**src/rtl/carbon_sys16_bus_sched.sv**
```systemverilog
`default_nettype none
// ============================================================================
//  Module   : carbon_sys16_bus_sched
//  Purpose  : Two-master bus scheduler for SYS16-class systems. The CPU
//             (master 0) and CarbonDMA (master 1) share one target bus under
//             round-robin arbitration. An accepted request is decoded against
//             the SYS16 memory map to a target select code and sequenced
//             through the target handshake. The response is returned to the
//             granted master. A stalled target triggers a timeout error.
//  Ports    : clk, rst_n (async, active low)
//             m_req_valid/ready/addr/we/wdata : per-master request ({m1,m0})
//             m_rsp_valid/rdata/err           : response to the granted master
//             t_req_valid/ready/sel/addr/we/wdata : target request side
//             t_rsp_valid/rdata/err           : target response side
//  Revision : 1.0 - initial release
// ============================================================================
module carbon_sys16_bus_sched #(
    parameter int unsigned TIMEOUT_CYCLES = 255,
    parameter logic [7:0]  ERR_RDATA      = 8'hFF
) (
    input  logic        clk,
    input  logic        rst_n,
    input  logic [1:0]  m_req_valid,
    output logic [1:0]  m_req_ready,
    input  logic [31:0] m_req_addr,
    input  logic [1:0]  m_req_we,
    input  logic [15:0] m_req_wdata,
    output logic [1:0]  m_rsp_valid,
    output logic [7:0]  m_rsp_rdata,
    output logic        m_rsp_err,
    output logic        t_req_valid,
    input  logic        t_req_ready,
    output logic [3:0]  t_sel,
    output logic [15:0] t_req_addr,
    output logic        t_req_we,
    output logic [7:0]  t_req_wdata,
    input  logic        t_rsp_valid,
    input  logic [7:0]  t_rsp_rdata,
    input  logic        t_rsp_err
);

    // SYS16 memory map regions, checked in this order; the first hit wins.
    localparam logic [31:0] c_rom_base   = 32'h0000_0000, c_rom_mask   = 32'hFFFF_FF00;
    localparam logic [31:0] c_bdt_base   = 32'h0000_F800, c_bdt_mask   = 32'hFFFF_FF00;
    localparam logic [31:0] c_disc_base  = 32'h0000_F400, c_disc_mask  = 32'hFFFF_FF00;
    localparam logic [31:0] c_mmio_base  = 32'h0000_F000, c_mmio_mask  = 32'hFFFF_FF00;
    localparam logic [31:0] c_cio_base   = 32'h0000_F100, c_cio_mask   = 32'hFFFF_FF00;
    localparam logic [31:0] c_cdma_base  = 32'h0000_F200, c_cdma_mask  = 32'hFFFF_FF00;
    localparam logic [31:0] c_tier_base  = 32'h0000_F300, c_tier_mask  = 32'hFFFF_FF00;
    localparam logic [31:0] c_fsram_base = 32'h0000_8000, c_fsram_mask = 32'hFFFF_C000;
    localparam logic [15:0] c_timeout    = 16'(TIMEOUT_CYCLES);

    typedef enum logic [1:0] {
        IDLE  = 2'd0,
        ISSUE = 2'd1,
        WAIT  = 2'd2,
        RESP  = 2'd3
    } state_t;

    state_t      r_state;
    state_t      w_state_nxt;
    logic        r_last_grant;   // also identifies the master owning the transaction
    logic [15:0] r_cnt;
    logic [15:0] r_addr;
    logic        r_we;
    logic [7:0]  r_wdata;
    logic [3:0]  r_sel;
    logic [7:0]  r_rdata;
    logic        r_err;

    logic        w_any_req;
    logic        w_grant;
    logic [1:0]  w_req_ready;
    logic        w_timeout;
    logic [15:0] w_addr_sel;

    function automatic logic [3:0] f_decode(input logic [15:0] addr);
        logic [31:0] a;
        a = {16'h0000, addr};
        if      ((a & c_rom_mask)   == c_rom_base)   f_decode = 4'd0;
        else if ((a & c_bdt_mask)   == c_bdt_base)   f_decode = 4'd1;
        else if ((a & c_disc_mask)  == c_disc_base)  f_decode = 4'd2;
        else if ((a & c_mmio_mask)  == c_mmio_base)  f_decode = 4'd3;
        else if ((a & c_cio_mask)   == c_cio_base)   f_decode = 4'd4;
        else if ((a & c_cdma_mask)  == c_cdma_base)  f_decode = 4'd5;
        else if ((a & c_tier_mask)  == c_tier_base)  f_decode = 4'd6;
        else if ((a & c_fsram_mask) == c_fsram_base) f_decode = 4'd7;
        else                                         f_decode = 4'd8;
    endfunction

    assign w_any_req  = |m_req_valid;
    // Both valid: the master not served last time wins. One valid: it wins.
    assign w_grant    = (&m_req_valid) ? ~r_last_grant : ~m_req_valid[0];
    assign w_addr_sel = w_grant ? m_req_addr[31:16] : m_req_addr[15:0];
    assign w_timeout  = ((r_state == ISSUE) || (r_state == WAIT)) && (r_cnt == c_timeout);

    always_comb begin
        w_state_nxt = r_state;
        w_req_ready = 2'b00;
        case (r_state)
            IDLE: begin
                if (w_any_req) begin
                    w_req_ready[w_grant] = 1'b1;
                    w_state_nxt          = ISSUE;
                end
            end
            ISSUE: begin
                if (w_timeout)        w_state_nxt = RESP;
                else if (t_req_ready) w_state_nxt = WAIT;
            end
            WAIT: begin
                if (w_timeout || t_rsp_valid) w_state_nxt = RESP;
            end
            RESP: w_state_nxt = IDLE;
            default: w_state_nxt = IDLE;
        endcase
    end

    // The accept pulse is combinational on m_req_valid, so it is gated by
    // rst_n to keep every output low while reset is held.
    assign m_req_ready = w_req_ready & {2{rst_n}};
    assign t_req_valid = (r_state == ISSUE) && !w_timeout;
    assign m_rsp_valid = (r_state == RESP) ? (r_last_grant ? 2'b10 : 2'b01) : 2'b00;
    assign m_rsp_rdata = r_rdata;
    assign m_rsp_err   = r_err;
    assign t_sel       = r_sel;
    assign t_req_addr  = r_addr;
    assign t_req_we    = r_we;
    assign t_req_wdata = r_wdata;

    always_ff @(posedge clk or negedge rst_n) begin
        if (!rst_n) begin
            r_state      <= IDLE;
            r_last_grant <= 1'b1;
            r_cnt        <= 16'd0;
            r_addr       <= 16'd0;
            r_we         <= 1'b0;
            r_wdata      <= 8'd0;
            r_sel        <= 4'd0;
            r_rdata      <= 8'd0;
            r_err        <= 1'b0;
        end else begin
            r_state <= w_state_nxt;
            case (r_state)
                IDLE: begin
                    r_cnt <= 16'd0;
                    if (w_any_req) begin
                        r_last_grant <= w_grant;
                        r_addr       <= w_addr_sel;
                        r_we         <= m_req_we[w_grant];
                        r_wdata      <= w_grant ? m_req_wdata[15:8] : m_req_wdata[7:0];
                        r_sel        <= f_decode(w_addr_sel);
                    end
                end
                ISSUE, WAIT: begin
                    if (w_timeout) begin
                        r_rdata <= ERR_RDATA;
                        r_err   <= 1'b1;
                    end else begin
                        r_cnt <= r_cnt + 16'd1;
                        if ((r_state == WAIT) && t_rsp_valid) begin
                            r_rdata <= t_rsp_rdata;
                            r_err   <= t_rsp_err;
                        end
                    end
                end
                default: begin
                end
            endcase
        end
    end

endmodule
`default_nettype wire

```
**config.mk**
```make
export PLATFORM = sky130hd
export DESIGN_NAME = carbon_sys16_bus_sched
export DESIGN_NICKNAME = d
export VERILOG_FILES = /design/src/rtl/carbon_sys16_bus_sched.sv
export SDC_FILE = /design/constraint.sdc
export NUM_CORES = 1
export LEC_CHECK = 0
export ABC_AREA = 1
export CAP_MARGIN = 20
export CELL_PAD_IN_SITES_DETAIL_PLACEMENT = 0
export CELL_PAD_IN_SITES_GLOBAL_PLACEMENT = 1
export CORE_MARGIN = 4
export CORE_UTILIZATION = 32
export CTS_CLUSTER_DIAMETER = 120
export CTS_CLUSTER_SIZE = 20
export DETAILED_ROUTE_END_ITERATION = 6
export PLACE_DENSITY = 0.91
export SETUP_SLACK_MARGIN = 0.4
export SYNTH_ARGS = -nofsm -noshare
export SYNTH_HDL_FRONTEND = slang
export SYNTH_SLANG_ARGS = --single-unit
```
**constraint.sdc**
```tcl
create_clock -name clk -period 2.3 [get_ports clk]
set_input_delay 0.46 -clock clk [delete_from_list [all_inputs] [get_ports clk]]
set_output_delay 0.46 -clock clk [all_outputs]
set_load 0.05 [all_outputs]
```
==> out/metrics.yaml <==
status: "finished clean"
die_y_um: 109
pwr-share-comb_pct: 63.2
routed_via_density: 4.69
finalHoldViolCount: 0
areaGrowthSynthToFinish_pct: 58.8
yosys.cell_types.count: 32
max_slew_margin_pct: 50.9
grt_pass1_wl_mm: 15.4
synthCells: 440
synth-edff-count: 0
p_clk_share_pct: 12.8
drive_gt1_share_pct: 18.3
maxSlewViolCount: 0
grt.total_usage_pct: 16.4
netSwitchingPower_w: 0.00351
grt_max_degree: 58
swShare_pct: 51.6
finalSetupTns_ns: 0
crit_path_max_incr_delay_ns: 0.39
row_count: 36
avgSynthCellArea_um2: 7.35
numCtsBuffers: 9
synth_fp_nets: 510
ios: 108
dp_cells: 676
path_cells: "ha_4, inv_2, nor4_4, nand3_4, nand2_4, clkinvlp_4, buf_6"
gp_congestion: 0.853
cp-start-kind: "register"
syn_area_um2: 3230
htreeDepth: 3
post_drt_wl_per_cell_um: 13.4
postSynth.asyncResetShare_pct: 100
drc: 0
dr.pass1.iters: 5
clk_pin_slew_ns: 0.08
worst_slew_pin_slew_ns: 0.737
rsz0062_at_grt: "yes"
power.leakage_nw: 2.42
core_area_um2: 9820
grt_pass1_vias: 3286
crit_buf_inv: 3
clkLatencyLatePin_ns: 0.36
cts_hold_buffers: 0
floorplan.initialDensity_pct: 32.9
synth_flop_cell: "dfrtp_1"
cp_slowest_cell: "dfrtp_1"
io_buffer_count: 107
antenna_cells: 0
hp-class: "in -> async"
cts_num_sinks: 57
r2r-start: "r_cnt[0]"
dieArea_um2: 11800
multi_input_area_um2: 1760
cts_root_buf: "clkbuf_8"
drtIter0Drc: 135
synth_seq_cells: 57
dp_hpwl_mm: 6.69
die_w_um: 109
path_class: "reg -> out"
grt_overflow: 0
fin_worst_skew_ns: 0.0171
ctsLongestPathBuffers: 2
worst-r2r-cell-count: 11
ant_nets: 0
p_total_w: 0.00679
mostFrequentLayoutCell: "nand2_1"
fin_crit_ns: 2.20
antenna_found_initial: 0
cp_max_fo: 2
setup_viol: 0
fill_cells: 983
drv_cap: 0
yosysWarnings: 0
ir_worst_vdd_mv: 0.774
cpLargestDelayFamily: "simple AND/OR/NAND/NOR gates"
reg2reg_setup_slack_ns: 0.21
wl_mm: 9.61
instances_no_fill: 719
cts_tree: "done"
yosysSeqAreaShare_pct: 44.1
min_period_over_period_pct: 95.6
vias: 3374
fmax_mhz: 455
final_util_pct: 52.3
hold_ws_ns: 0.322
fin_nets: 651
seqCellArea_um2: 1430
worstSetupPathDepth: 7
power_density_nw_per_um2: 1320
startpoint: "r_cnt[0]"
end_kind: "output pin"
power_frac_seq_pct: 23.9
cellInternalPower_w: 0.00329
final_cell_mix: "nand2_1 (129), clkdlybuf4s50_1 (61), dfrtp_1 (56)"
cp.arrival_ns: 1.74
required_ns: 1.84
## synthesized netlist by cell type (2+ instances only)
| master | n | share of area [%] |
|---|---|---|
| clkbuf_1 | 6 | 0.70 |
| nand2_1 | 137 | 16 |
| buf_2 | 6 | 0.93 |
| o21ai_2 | 2 | 0.54 |
| nand3_1 | 33 | 5.1 |
| or2_2 | 2 | 0.39 |
| nand3b_1 | 5 | 1.2 |
| o21ai_1 | 2 | 0.31 |
| buf_4 | 3 | 0.70 |
| inv_1 | 43 | 5.0 |
| nor2_1 | 41 | 4.8 |
| a21oi_1 | 36 | 5.6 |
| nor4_1 | 2 | 0.39 |
| nor3_1 | 8 | 1.2 |
| o21ai_0 | 20 | 3.1 |
| ha_1 | 5 | 1.9 |
| dfrtp_1 | 56 | 43 |
| nand2_2 | 4 | 0.77 |
| xor2_1 | 11 | 3.0 |
| o22ai_1 | 6 | 1.2 |
## timing repair
item,CTS,global route
setup buffers,15,8
pin swaps,9,4
setup endpoints to repair,89,42
gates resized for setup,58,37
cloned,0,4
## stage by stage
stage / worst slack, ns / cell area, um^2
final: 0.101 / 5140
after floorplan: 0.218 / 3320
after global placement: 0.111 / 4560
after global routing: 0.0482 / 5140
after CTS: 0.111 / 4880
after detailed placement: 0.0683 / 4560
## path summary, 6_finish.rpt
kind                                  end
setup reg to reg                 r_cnt[5]
hold / removal             m_rsp_rdata[7]
min in group clk           m_rsp_rdata[0]
max in group asynchronous       r_cnt[14]
setup / recovery              t_req_valid
hold reg to reg            m_rsp_rdata[0]
## power by group through the flow
stage | registers (W) | clock network, W | logic (W)
after detailed placement | 0.00166 | 0 | 0.00377
after floorplan | 0.00276 | 0 | 0.00146
after global placement | 0.00166 | 0 | 0.00372
after CTS | 0.00163 | 0.000882 | 0.00388
final | 0.00163 | 0.000870 | 0.00430
after global routing | 0.00168 | 0.000930 | 0.00462
## sequential cells by signal, indices dropped and copies added, names as in the netlist
register / cells
m_rsp_err: 1
m_rsp_rdata: 8
r_cnt: 16
r_last_grant: 1
r_state: 2
t_req_addr: 16
t_req_wdata: 8
t_req_we: 1
t_sel: 4
## cell families (layout without fill, tap and decap cells)
family / after synthesis / count (layout) / share of synthesized area [%]
AOI/OAI and AO/OA: 67 / 67 / 11.2
xor gates and xnor gates: 12 / 12 / 3.25
adders and majority gates: 5 / 5 / 1.93
buffers and inverters: 63 / 207 / 8.20
DFF: 57 / 57 / 44.1
and+or+nand+nor: 236 / 238 / 31.3
## routing by layer
layer | vias up | wire (um) | GRT usage (%)
met5 | - | 0 | 0
met4 | 0 | 236 | 6.04
met3 | 20 | 545 | 4.84
met2 | 99 | 4680 | 26.5
met1 | 1562 | 4150 | 20.7
li1 | 1693 | - | -
## area by class of cell
| cell class | instances | area share [%] |
|---|---|---|
| clock buffers | 10 | 2.68 |
| well taps | 133 | 3.24 |
| multi-input cells | 322 | 34.3 |
| flip-flops and latches | 57 | 27.8 |
| inverters | 46 | 3.58 |
| repair buffers | 144 | 27.5 |
| repair inverters | 1 | 0.122 |
| clock inverters | 6 | 0.828 |
## worst register-to-register path, stage by stage (launching register included)
cell and delay [ns]:
dfrtp_1 0.39, ha_4 0.16, inv_2 0.05, nor4_4 0.36, nand3_4 0.13, buf_4 0.15, buf_6 0.11, buf_12 0.13
o21ai_4 0.14, clkinv_4 0.15, nand3_1 0.11, o21ai_1 0.09
(Power assumes the default switching activity.)
